--- config.mk ---
export PLATFORM = sky130hd
export DESIGN_NAME = cam_sched
export DESIGN_NICKNAME = d
export VERILOG_FILES = /design/src/rtl/cam_sched.sv
export SDC_FILE = /design/constraint.sdc
export NUM_CORES = 1
export LEC_CHECK = 0
export BUFFER_PORTS_ARGS = -buffer_cell sky130_fd_sc_hd__buf_2
export CAP_MARGIN = 20
export CELL_PAD_IN_SITES_DETAIL_PLACEMENT = 1
export CELL_PAD_IN_SITES_GLOBAL_PLACEMENT = 2
export CORE_ASPECT_RATIO = 0.9
export CORE_MARGIN = 2
export CORE_UTILIZATION = 26
export CTS_CLUSTER_SIZE = 10
export DETAILED_ROUTE_END_ITERATION = 10
export PLACE_DENSITY_LB_ADDON = 0.1
export SETUP_SLACK_MARGIN = 0.02
export SKIP_CTS_REPAIR_TIMING = 1
export SLEW_MARGIN = 20
export SYNTH_ARGS = -nofsm -noshare
export SYNTH_HDL_FRONTEND = slang
export SYNTH_SLANG_ARGS = --single-unit
--- constraint.sdc ---
create_clock -name clk_i -period 2.1 [get_ports clk_i]
set_clock_uncertainty 0.05 [all_clocks]
set_input_delay 0.105 -clock clk_i [delete_from_list [all_inputs] [get_ports clk_i]]
set_output_delay 0.105 -clock clk_i [all_outputs]
set_load 0.02 [all_outputs]
--- src/rtl/cam_sched.sv ---
// Single-issue scheduler between two requesters and a CAM with fixed read/search latency.
// Round-robin arbitration, one operation in flight, registered strobes and responses.
module cam_sched #(
    parameter int LAT = 1
) (
    input  logic        clk_i,
    input  logic        rst_i,
    input  logic        req0_i,
    input  logic        req1_i,
    input  logic [1:0]  op0_i,
    input  logic [1:0]  op1_i,
    input  logic [4:0]  idx0_i,
    input  logic [4:0]  idx1_i,
    input  logic [31:0] data0_i,
    input  logic [31:0] data1_i,
    output logic        gnt0_o,
    output logic        gnt1_o,
    output logic        cam_re_o,
    output logic        cam_we_o,
    output logic        cam_se_o,
    output logic [4:0]  cam_idx_o,
    output logic [31:0] cam_data_o,
    input  logic [31:0] cam_rdata_i,
    input  logic [31:0] cam_match_i,
    output logic        rsp_valid_o,
    output logic        rsp_id_o,
    output logic        rsp_hit_o,
    output logic [4:0]  rsp_idx_o,
    output logic [31:0] rsp_data_o
);

    typedef enum logic [1:0] {IDLE, ISSUE, WAIT, RESP} state_t;

    localparam logic [1:0] OP_READ   = 2'b00;
    localparam logic [1:0] OP_WRITE  = 2'b01;
    localparam logic [1:0] OP_SEARCH = 2'b10;

    state_t      state;
    logic        last;
    logic [1:0]  cnt;
    logic [1:0]  op_q;
    logic [4:0]  idx_q;
    logic [31:0] data_q;
    logic        id_q;

    logic        win;
    logic [1:0]  sel_op;
    logic [4:0]  sel_idx;
    logic [31:0] sel_data;
    logic [4:0]  match_idx;

    // On contention the requester not granted last wins; a lone requester always wins.
    always_comb begin
        win      = (req0_i && req1_i) ? ~last : req1_i;
        sel_op   = win ? op1_i : op0_i;
        sel_idx  = win ? idx1_i : idx0_i;
        sel_data = win ? data1_i : data0_i;
    end

    // Highest-numbered matching entry; 31 doubles as the no-match index.
    always_comb begin
        match_idx = 5'd31;
        for (int i = 0; i < 32; i++) begin
            if (cam_match_i[i]) match_idx = 5'(i);
        end
    end

    always_ff @(posedge clk_i) begin
        if (rst_i) begin
            state       <= IDLE;
            last        <= 1'b1;
            cnt         <= 2'd0;
            op_q        <= 2'd0;
            idx_q       <= 5'd0;
            data_q      <= 32'd0;
            id_q        <= 1'b0;
            gnt0_o      <= 1'b0;
            gnt1_o      <= 1'b0;
            cam_re_o    <= 1'b0;
            cam_we_o    <= 1'b0;
            cam_se_o    <= 1'b0;
            cam_idx_o   <= 5'd0;
            cam_data_o  <= 32'd0;
            rsp_valid_o <= 1'b0;
            rsp_id_o    <= 1'b0;
            rsp_hit_o   <= 1'b0;
            rsp_idx_o   <= 5'd0;
            rsp_data_o  <= 32'd0;
        end else begin
            gnt0_o      <= 1'b0;
            gnt1_o      <= 1'b0;
            cam_re_o    <= 1'b0;
            cam_we_o    <= 1'b0;
            cam_se_o    <= 1'b0;
            cam_idx_o   <= 5'd0;
            cam_data_o  <= 32'd0;
            rsp_valid_o <= 1'b0;
            rsp_id_o    <= 1'b0;
            rsp_hit_o   <= 1'b0;
            rsp_idx_o   <= 5'd0;
            rsp_data_o  <= 32'd0;
            case (state)
                IDLE: begin
                    if (req0_i || req1_i) begin
                        state      <= ISSUE;
                        last       <= win;
                        id_q       <= win;
                        op_q       <= sel_op;
                        idx_q      <= sel_idx;
                        data_q     <= sel_data;
                        gnt0_o     <= ~win;
                        gnt1_o     <= win;
                        cam_re_o   <= (sel_op == OP_READ);
                        cam_we_o   <= (sel_op == OP_WRITE);
                        cam_se_o   <= (sel_op == OP_SEARCH);
                        cam_idx_o  <= sel_idx;
                        cam_data_o <= sel_data;
                    end
                end
                ISSUE: begin
                    state <= WAIT;
                    cnt   <= 2'(LAT);
                end
                WAIT: begin
                    // Final count is the cycle the CAM result is valid.
                    if (cnt == 2'd1) begin
                        state       <= RESP;
                        cnt         <= 2'd0;
                        rsp_valid_o <= 1'b1;
                        rsp_id_o    <= id_q;
                        case (op_q)
                            OP_READ: begin
                                rsp_hit_o  <= 1'b1;
                                rsp_idx_o  <= idx_q;
                                rsp_data_o <= cam_rdata_i;
                            end
                            OP_WRITE: begin
                                rsp_hit_o  <= 1'b1;
                                rsp_idx_o  <= idx_q;
                                rsp_data_o <= data_q;
                            end
                            OP_SEARCH: begin
                                rsp_hit_o  <= |cam_match_i;
                                rsp_idx_o  <= match_idx;
                                rsp_data_o <= data_q;
                            end
                            default: begin
                                rsp_hit_o  <= 1'b0;
                                rsp_idx_o  <= 5'd0;
                                rsp_data_o <= 32'd0;
                            end
                        endcase
                    end else begin
                        cnt <= cnt - 2'd1;
                    end
                end
                RESP: begin
                    state <= IDLE;
                end
                default: begin
                    state <= IDLE;
                end
            endcase
        end
    end

endmodule
-- Word-level counts from Yosys, hierarchy flattened
Cells that the tools add are included.
- register bits after elaboration: 127
- output and inout port bits: 82
- word-level logic and storage cells: 95
- input port bits: 146
- add/sub/neg operators: 1
- bitwise gates (word level): 6
- reductions and logical operators: 14
- multiplexer cells: 45
- eq/ne operators: 10
- operator list (kind ; number):
    $mux 5 ; 33
    $pmux 32 s2 ; 1
    $mux 32 ; 1
    $reduce_or 32->1 ; 1
    $pmux 5 s2 ; 1
    $eq 2x1->1 const B ; 4
    $eq 2x2->1 const B ; 4
    $mux 2 ; 4
    $pmux 2 s4 ; 1
    $logic_not 2->1 ; 3
    $not 1->1 ; 6
    $reduce_or 2->1 ; 3
    $reduce_or 3->1 ; 2
    $ne 2x2->1 const B ; 2
    $pmux 2 s2 ; 1
    $reduce_and 2->1 ; 2
    $mux 1 ; 2
    $pmux 1 s2 ; 1
    $reduce_bool 2->1 ; 1
    $sub 2x1->2 const B ; 1
    $logic_and 1x1->1 ; 1
    $logic_or 1x1->1 ; 1

-- Longest topological paths before layout
Gate-level depths: netlist of run 1.
- depth in word-level cells: 33
- mapped depth: 9
- depth with buffers taken out: 7

-- Worst setup path after synthesis of run 1
No wires, ideal clock.
- path kind: reg2reg
- start: reg op_q[0]
- end: reg rsp_idx_o[1]
- stages on the path, launching flop included: 10
- required time: 1915 ps
- clock period less this slack: 1813 ps
- arrival: 1628 ps
- buffers on the path: 2
- setup time: 135 ps
- setup slack: 287 ps
- cell sequence: dfxtp_1 > inv_1 > ha_1 > clkbuf_1 > or2_2 > clkbuf_1 > nand2_1 > nand2_1 > nor4_1 > a221oi_1
- longest elaborated chain between the ends: 3
- elaborated cells between the ends (all ways): 5
- those cells by class: 2 x eq/ne; 1 x mux; 2 x reduce/logical
- ends and longest elaborated chain (item ; line ; source):
    start: declaration ; 41 ; logic [1:0] op_q;
    start signal: assignment ; 108 ; op_q <= sel_op;
    $eq 2x1->1 / $logic_not 2->1 (equally long branches) ; 131 ; case (op_q)
    $reduce_or 2->1 (no line) ; - ;
    $pmux 5 s2 (*) ; 131 ;
    end signal: assignment ; 134 ; rsp_idx_o <= idx_q;
    end signal: assignment ; 139 ; rsp_idx_o <= idx_q;
    end signal: assignment ; 144 ; rsp_idx_o <= match_idx;
    end: declaration ; 28 ; output logic [4:0] rsp_idx_o,
Every way passes the cells marked *; elsewhere a longest branch is shown, timed or not.
A chain may end at the register's enable or synchronous reset.

-- Worst setup path in the final report of run 1
- start: reg last
- end: reg cam_se_o
- longest elaborated chain between the ends: 4
- ends and longest elaborated chain (item ; line ; source):
    start: declaration ; 39 ; logic last;
    start signal: assignment ; 106 ; last <= win;
    $not 1->1 ; 54 ; win = (req0_i && req1_i) ? ~last : req1_i;
    $mux 1 ; 54 ;
    $mux 2 ; 55 ; sel_op = win ? op1_i : op0_i;
    $eq 2x2->1 ; 115 ; cam_se_o <= (sel_op == OP_SEARCH);
    end signal: assignment ; 115 ;
    end: declaration ; 20 ; output logic cam_se_o,
No other way between the ends.

==> results.py, run 1 <==
metrics = {
    "finish": {
        "syn2layout_area_growth_pct": 67.75,
        "fillers": 2040,
        "stdcell_area_um2": 7686,
        "drive_gt1_frac": 0.3659,
        "nets": 952,
        "multi_input_area_um2": 1863,
        "fin_util": 0.4407,
        "diodes": 0,
        "seqCellArea_um2": 2542,
    },
    "detailed_routing": {
        "drc": 0,
        "wl_per_cell_um": 16.59,
        "first_pass_iters": 4,
        "wl_um": 17400,
        "ant_nets": 0,
        "vias": 4764,
        "drt_iter0_markers": 126,
        "avgViaCountPerCell": 4.541,
    },
    "synth": {
        "synth-edff-count": 0,
        "netlist_instances": 455,
        "synth.most_common_cell": "dfxtp_1",
        "yosysWarnings": 0,
        "synth_area_um2": 4582,
        "ys_top_cells_by_area": "dfxtp_1, a21o_1, a22oi_1",
        "synth_top_cell_area_share": 0.5549,
        "synthArstFlopShare": 0,
        "yosysSeqAreaShare": 0.5549,
        "syn_area_per_cell_um2": 10.07,
        "synth_ff_type": "dfxtp_1",
        "syn_nets": 610,
        "yosysTopAreaCell": "dfxtp_1",
        "synth.top_cells.by_count": "dfxtp_1, nor2_1, a21o_1, a22oi_1, nand2_1",
        "synth.distinct_cells": 45,
        "synth-seq-cells": 127,
    },
    "power": {
        "switching_share": 0.3202,
        "p_clk_frac": 0.343,
        "power_leakage_nw": 3.850,
        "p_int_mw": 5.535,
        "power_density_nw_per_um2": 1059,
        "peakVddDrop_v": 0.0006528,
        "p_comb_frac": 0.279,
        "power_frac_seq": 0.379,
        "power.switching_mw": 2.607,
    },
    "worst_setup_path": {
        "startpoint_type": "register",
        "crit_fanout": 13,
        "worstPathCellList": "nand2_1 > and2_1 > buf_4 > nand3b_1 > dlygate4sd3_1 > a21oi_1",
        "cp.required_ns": 2.39,
        "cp-end-kind": "register",
        "crit_type": "register to register",
        "critical-path-slowest-cell": "dlygate4sd3_1",
        "max_stage_delay_ns": 0.56,
        "worstPathArrival_ns": 2.13,
    },
    "place": {
        "place_congestion": 0.7250,
        "port-buffer-count": 227,
        "place_hpwl_um": 11640,
        "post-place-ws_ns": 0.2670,
        "post_dp_cell_area_um2": 6017,
    },
    "timing": {
        "rsz0062_at_grt": "no",
        "period_needed_ns": 1.843,
        "max_freq_mhz": 542.5,
        "hold_ws_ns": -0.01266,
        "period_share": 0.8777,
        "hold_viol": 1,
        "maxSlewHeadroom": 0.5960,
        "fin_setup_tns_ns": 0,
        "drv_slew": 0,
        "setup-violations-final": 0,
        "worst_slack_ns": 0.2568,
        "tightestPinTransition_ns": 0.6004,
    },
    "clocking": {
        "clkLatencyLatePin_ns": 0.41,
        "path_clk_slew_ns": 0.06,
        "clk_path_buf_depth": 2,
        "numCtsBuffers": 17,
        "cts_tree": "yes",
        "htree_levels": 4,
        "root_buffer": "clkbuf_16",
        "clkSinkCount": 127,
    },
    "global_route": {
        "antenna_found_initial": 0,
        "grt_max_degree": 34,
        "grt_pass1_wl_um": 23940,
        "globalRouteTotalUtil": 0.1677,
        "grt_overflow_total": 0,
        "grt_pass1_vias": 4439,
    },
    "floorplan": {
        "num_rows": 46,
        "coreArea_um2": 17440,
        "start_util": 0.2627,
        "die_w_um": 143.9,
        "dieArea_um2": 18700,
        "io_pins": 228,
        "die_h_um": 129.9,
    },
    "run_status": {
        "violations": "hold timing",
        "status": "finished, violations left",
    },
    "worst_hold_path": {
        "hold_class": "input port to register",
    },
    "flow_run": {
        "maxCapViolCount": 0,
    },
}
[final cells by class]
class                           count  share of cell area
Inverter                           14            0.006837
Timing Repair Buffer              351              0.3083
Clock buffer                       21             0.06121
Multi-Input combinational cell    286              0.2424
Sequential cell                   127              0.3308
Tap cell                          240             0.03907
Clock inverter                     10             0.01140
[cells in the final DEF (no fill, tap or decap), types with 3 or more instances in the layout]
| cell | instances |
|---|---|
| a22o_1 | 8 |
| dlygate4sd3_1 | 111 |
| nand3b_1 | 4 |
| o21ai_0 | 8 |
| ha_1 | 8 |
| a21oi_1 | 25 |
| o31ai_1 | 4 |
| nor4_1 | 10 |
| nor2_1 | 48 |
| or3_1 | 4 |
| clkbuf_8 | 3 |
| a22o_2 | 18 |
| buf_2 | 227 |
| a21o_1 | 38 |
| mux2i_1 | 3 |
| dfxtp_1 | 127 |
| nor3_1 | 8 |
| buf_4 | 11 |
| nand2_1 | 32 |
| clkbuf_16 | 17 |
| a31oi_1 | 4 |
| a22oi_1 | 32 |
| inv_1 | 14 |
| clkinv_2 | 5 |
| a221oi_1 | 3 |
[path summary, 6_finish.rpt]
kind	start	end	slack (ns)	depth (start not counted)
max	last	cam_se_o	0.26	6
min	data0_i[30]	cam_data_o[30]	-0.01	3
max reg2reg	last	cam_se_o	0.26	6
min reg2reg	id_q	id_q	0.40	1
[registers in the layout, indices dropped and copies added, names as in the netlist]
| name | cells |
|---|---|
| rsp_data_o | 32 |
| cam_se_o | 1 |
| last | 1 |
| gnt1_o | 1 |
| op_q | 2 |
| cam_data_o | 32 |
| cnt | 2 |
| rsp_id_o | 1 |
| cam_idx_o | 5 |
| gnt0_o | 1 |
| cam_re_o | 1 |
| id_q | 1 |
| rsp_valid_o | 1 |
| data_q | 32 |
| cam_we_o | 1 |
| state | 2 |
| rsp_idx_o | 5 |
| idx_q | 5 |
| rsp_hit_o | 1 |
[kinds of logic after synthesis]
family | share of synthesized area
compound gates | 0.2444
fa+ha+maj | 0.02458
buf+inv | 0.04260
flops | 0.5549
mux | 0.006554
simple gates | 0.1270
[worst max-delay path, delay by kind of cell (launching register included)]
family                 cells  cell delay [ns]
AOI/OAI and AO/OA          1             0.12
buffers and inverters      2             0.83
DFF                        1             0.32
and+or+nand+nor            3             0.45
[per-layer routing]
metal / GRT usage / up-vias / part of all wire
li1: - / 2318 / -
met1: 0.2069 / 2285 / 0.43
met2: 0.2756 / 148 / 0.50
met3: 0.06239 / 13 / 0.063
met4: 0.04844 / 0 / 0.0092
met5: 0 / - / 0
[stage by stage]
step	power (mW)	cells
after floorplan	4.396	455
after CTS	8.080	938
after detailed placement	5.247	907
after global routing	8.627	1049
after global placement	5.201	907
final	8.142	1049
[power groups by stage]
stage | clock network, mW | registers [mW] | logic (mW)
floorplan | 0 | 3.32 | 1.07
global placement | 0 | 3.12 | 2.08
detailed placement | 0 | 3.13 | 2.12
CTS | 2.87 | 3.09 | 2.12
global route | 2.98 | 3.14 | 2.50
finish | 2.79 | 3.08 | 2.27
(Power assumes the default switching activity.)
==> run 2, diff against run 1 <==
--- a/config.mk
+++ b/config.mk
@@ -9,7 +9,7 @@
 export CAP_MARGIN = 20
 export CELL_PAD_IN_SITES_DETAIL_PLACEMENT = 1
 export CELL_PAD_IN_SITES_GLOBAL_PLACEMENT = 2
-export CORE_ASPECT_RATIO = 0.9
+export CORE_ASPECT_RATIO = 1.4
 export CORE_MARGIN = 2
 export CORE_UTILIZATION = 26
 export CTS_CLUSTER_SIZE = 10
==> results.py, run 2 (synthesis results as in run 1) <==
metrics = {
    "run_status": {
        "status": "finished, violations left",
        "violations": "hold timing",
    },
    "worst_setup_path": {
        "path_delay_family": "simple AND/OR/NAND/NOR gates",
        "max_stage_delay_ns": 0.43,
        "crit_type": "register to register",
        "cp-end-kind": "register",
        "startpoint_type": "register",
        "crit_path_frequent_cell": "nand2_1",
        "cp.required_ns": 2.33,
        "crit_fanout": 6,
        "worstPathArrival_ns": 2.06,
        "path_buf_inv": 1,
        "critical-path-slowest-cell": "dfxtp_1",
        "worstPathCellList": "inv_1 > ha_1 > or2_2 > nand2_1 > nand2_1 > nor4_1 > a221oi_1",
    },
    "power": {
        "finalPower_mw": 8.402,
        "peakVddDrop_v": 0.0004973,
        "power_leakage_nw": 3.865,
        "power_density_nw_per_um2": 1086,
    },
    "clocking": {
        "path_clk_slew_ns": 0.06,
        "cts_tree": "yes",
        "root_buffer": "clkbuf_16",
        "numCtsBuffers": 17,
        "clk_path_buf_depth": 2,
        "clkLatencyLatePin_ns": 0.41,
        "htree_levels": 4,
        "clkSinkCount": 127,
    },
    "floorplan": {
        "dieArea_um2": 18720,
        "start_util": 0.2644,
        "io_pins": 228,
        "num_rows": 57,
        "die_w_um": 116.2,
        "coreArea_um2": 17330,
        "die_h_um": 161.1,
    },
    "global_route": {
        "grt_pass1_wl_um": 23440,
        "grt_overflow_total": 0,
        "grt_max_degree": 34,
        "grt_pass1_vias": 4566,
        "globalRouteTotalUtil": 0.1666,
        "antenna_found_initial": 0,
    },
    "timing": {
        "period_needed_ns": 1.835,
        "rsz0062_at_grt": "no",
        "hold_viol": 3,
        "fin_setup_tns_ns": 0,
        "period_share": 0.8736,
        "tightestPinTransition_ns": 0.6329,
        "setup-violations-final": 0,
        "drv_slew": 0,
        "worst_slack_ns": 0.2655,
        "hold_ws_ns": -0.01794,
        "max_freq_mhz": 545.1,
        "maxSlewHeadroom": 0.5742,
    },
    "finish": {
        "largestRegisters": "cam_data_o (32), data_q (32), rsp_data_o (32)",
        "final_common_cell": "buf_2",
        "fillers": 2011,
        "drive_gt1_frac": 0.3634,
        "syn2layout_area_growth_pct": 68.90,
        "stdcell_area_um2": 7739,
        "nets": 951,
        "seqCellArea_um2": 2542,
        "fin_util": 0.4465,
        "diodes": 0,
        "final_cell_mix": "buf_2, dfxtp_1, dlygate4sd3_1",
        "multi_input_area_um2": 1861,
    },
    "detailed_routing": {
        "wl_per_cell_um": 16.33,
        "wl_um": 17060,
        "vias": 4755,
        "first_pass_iters": 4,
        "ant_nets": 0,
        "avgViaCountPerCell": 4.550,
        "drc": 0,
        "drt_iter0_markers": 121,
    },
    "place": {
        "post_dp_cell_area_um2": 5995,
        "port-buffer-count": 227,
        "place_congestion": 0.7294,
        "post-place-ws_ns": 0.2711,
        "place_hpwl_um": 11400,
    },
    "worst_hold_path": {
        "hold_class": "input port to register",
    },
    "flow_run": {
        "maxCapViolCount": 0,
    },
}
-- run 2: cell count changes in the layout (fill, tap and decap cells not counted), sizes merged --
cell and change:
buf -2, bufinv +2, clkinv -4, clkinvlp +1
dlygate4sd3 +1, inv +2
-- run 2: metal layers --
layer,wire [um],global-route usage,part of all wire,vias to the layer above
li1,-,-,-,2315
met1,6316,0.1676,0.37,2260
met2,9261,0.3014,0.54,163
met3,1221,0.06904,0.072,17
met4,261,0.06331,0.015,0
met5,0,0,0,-
-- run 2: per-stage QoR --
| stage | hold WS [ns] | cells |
|---|---|---|
| after floorplan | 0.1793 | 455 |
| after global placement | 0.2831 | 901 |
| after detailed placement | 0.2826 | 901 |
| after CTS | -0.1565 | 933 |
| after global routing | 0.005525 | 1045 |
| final | -0.01794 | 1045 |
-- run 2: cell type report --
type,count,share of cell area
sequential,127,0.3285
tap,236,0.03816
timing repair buffer,350,0.3056
clock buffer,21,0.06079
inverter,14,0.006791
clock inverter,11,0.01973
multi-input combinational,286,0.2404
-- run 2: worst paths after layout --
kind,start,endpoint,slack [ns],cells after the start
worst min register to register,idx_q[1],idx_q[1],0.40,1
worst max register to register,op_q[1],rsp_idx_o[1],0.27,7
worst min-delay path,rst_i,state[1],-0.02,2
worst max-delay path,op_q[1],rsp_idx_o[1],0.27,7
-- run 2: where the power goes --
group | total (mW) | leakage, nW | switching (mW) | internal [mW]
clock | 3.09 | 0.297 | 1.12 | 1.97
sequential | 3.08 | 1.04 | 0.209 | 2.87
combinational | 2.23 | 2.53 | 1.31 | 0.921
==> run 3, diff against run 2 <==
--- a/config.mk
+++ b/config.mk
@@ -9,7 +9,6 @@
 export CAP_MARGIN = 20
 export CELL_PAD_IN_SITES_DETAIL_PLACEMENT = 1
 export CELL_PAD_IN_SITES_GLOBAL_PLACEMENT = 2
-export CORE_ASPECT_RATIO = 1.4
 export CORE_MARGIN = 2
 export CORE_UTILIZATION = 26
 export CTS_CLUSTER_SIZE = 10
==> results.py, run 3 (synthesis results as in run 1) <==
metrics = {
    "power": {
        "power_density_nw_per_um2": 1079,
        "switching_share": 0.3170,
        "power_leakage_nw": 3.870,
        "p_comb_frac": 0.266,
        "peakVddDrop_v": 0.0005610,
        "p_clk_frac": 0.364,
        "power.switching_mw": 2.642,
        "power_frac_seq": 0.370,
        "p_int_mw": 5.691,
        "finalPower_mw": 8.333,
    },
    "worst_hold_path": {
        "hold_class": "input port to register",
    },
    "global_route": {
        "grt_overflow_total": 0,
        "grt_max_degree": 34,
        "globalRouteTotalUtil": 0.1669,
        "antenna_found_initial": 0,
        "grt_pass1_wl_um": 23370,
        "grt_pass1_vias": 4489,
    },
    "timing": {
        "setup-violations-final": 0,
        "period_needed_ns": 1.918,
        "hold_viol": 1,
        "period_share": 0.9132,
        "fin_setup_tns_ns": 0,
        "tightestPinTransition_ns": 0.7108,
        "rsz0062_at_grt": "no",
        "maxSlewHeadroom": 0.5217,
        "worst_slack_ns": 0.1824,
        "hold_ws_ns": -0.01150,
        "drv_slew": 0,
        "max_freq_mhz": 521.5,
    },
    "clocking": {
        "clk_path_buf_depth": 2,
        "htree_levels": 4,
        "cts_tree": "yes",
        "root_buffer": "clkbuf_16",
        "clkLatencyLatePin_ns": 0.42,
        "clkSinkCount": 127,
        "path_clk_slew_ns": 0.06,
        "numCtsBuffers": 17,
    },
    "place": {
        "post-place-ws_ns": 0.1768,
        "port-buffer-count": 227,
        "post_dp_cell_area_um2": 5981,
        "dp.cells": 890,
        "place_congestion": 0.7310,
        "place_hpwl_um": 11360,
    },
    "detailed_routing": {
        "vias": 4779,
        "wl_per_cell_um": 16.36,
        "drc": 0,
        "wl_um": 16950,
        "ant_nets": 0,
        "drt_iter0_markers": 153,
        "first_pass_iters": 4,
        "avgViaCountPerCell": 4.613,
    },
    "floorplan": {
        "dieArea_um2": 18700,
        "start_util": 0.2658,
        "io_pins": 228,
        "die_h_um": 136.8,
        "num_rows": 48,
        "die_w_um": 136.8,
        "coreArea_um2": 17240,
    },
    "finish": {
        "stdcell_area_um2": 7721,
        "syn2layout_area_growth_pct": 68.51,
        "fin_util": 0.4480,
        "largestRegisters": "cam_data_o (32), data_q (32), rsp_data_o (32)",
        "drive_gt1_frac": 0.3617,
        "nets": 952,
        "final_cell_mix": "buf_2, dfxtp_1, dlygate4sd3_1",
        "fin_cells": 1036,
        "final_common_cell": "buf_2",
    },
    "run_status": {
        "violations": "hold timing",
        "status": "finished, violations left",
    },
    "worst_setup_path": {
        "cp.required_ns": 2.42,
        "worstPathArrival_ns": 2.24,
        "crit_type": "register to register",
        "startpoint_type": "register",
        "crit_fanout": 28,
        "cp-end-kind": "register",
    },
    "flow_run": {
        "maxCapViolCount": 0,
    },
}
[run 3: cell types whose count changed in the layout (fill, tap and decap cells not counted), sizes merged]
cell	change
clkinv	+5
dlygate4sd3	+1
clkinvlp	-2
clkbuf	-1
diode	+1
inv	-2
[run 3: layout make-up]
type | count | area (um2)
clock buffer | 20 | 446.7
inverter | 14 | 52.55
tap | 225 | 281.5
clock inverter | 12 | 160.2
timing repair buffer | 351 | 2375
fill | 1957 | 9515
antenna | 1 | 2.502
sequential | 127 | 2542
multi-input combinational | 286 | 1861
[run 3: power by group through the flow]
| stage | combinational, mW | clock, mW | sequential, mW |
|---|---|---|---|
| final | 2.22 | 3.03 | 3.08 |
| after global routing | 2.46 | 3.21 | 3.13 |
| after CTS | 2.09 | 3.10 | 3.08 |
| after detailed placement | 2.08 | 0 | 3.13 |
| after global placement | 2.04 | 0 | 3.12 |
| after floorplan | 1.07 | 0 | 3.32 |
[run 3: final timing paths]
check | start | end | slack [ns] | depth (start not counted)
setup / recovery | state[0] | data_q[7] | 0.18 | 6
hold reg to reg | id_q | id_q | 0.40 | 1
hold / removal | cam_match_i[16] | rsp_idx_o[1] | -0.01 | 4
setup reg to reg | state[0] | data_q[7] | 0.18 | 6
[run 3: routing by layer]
layer,part of all wire,GRT usage,up-vias
li1,-,-,2325
met1,0.40,0.1920,2269
met2,0.51,0.2761,165
met3,0.074,0.06852,20
met4,0.016,0.06424,0
met5,0,0,-
[run 3: worst max-delay path, cell delays in order (launching register included)]
cell	delay (ns)
dfxtp_1	0.31
inv_1	0.10
ha_1	0.18
or3b_1	0.45
nor2_8	0.43
a22o_1	0.26
a21o_1	0.08
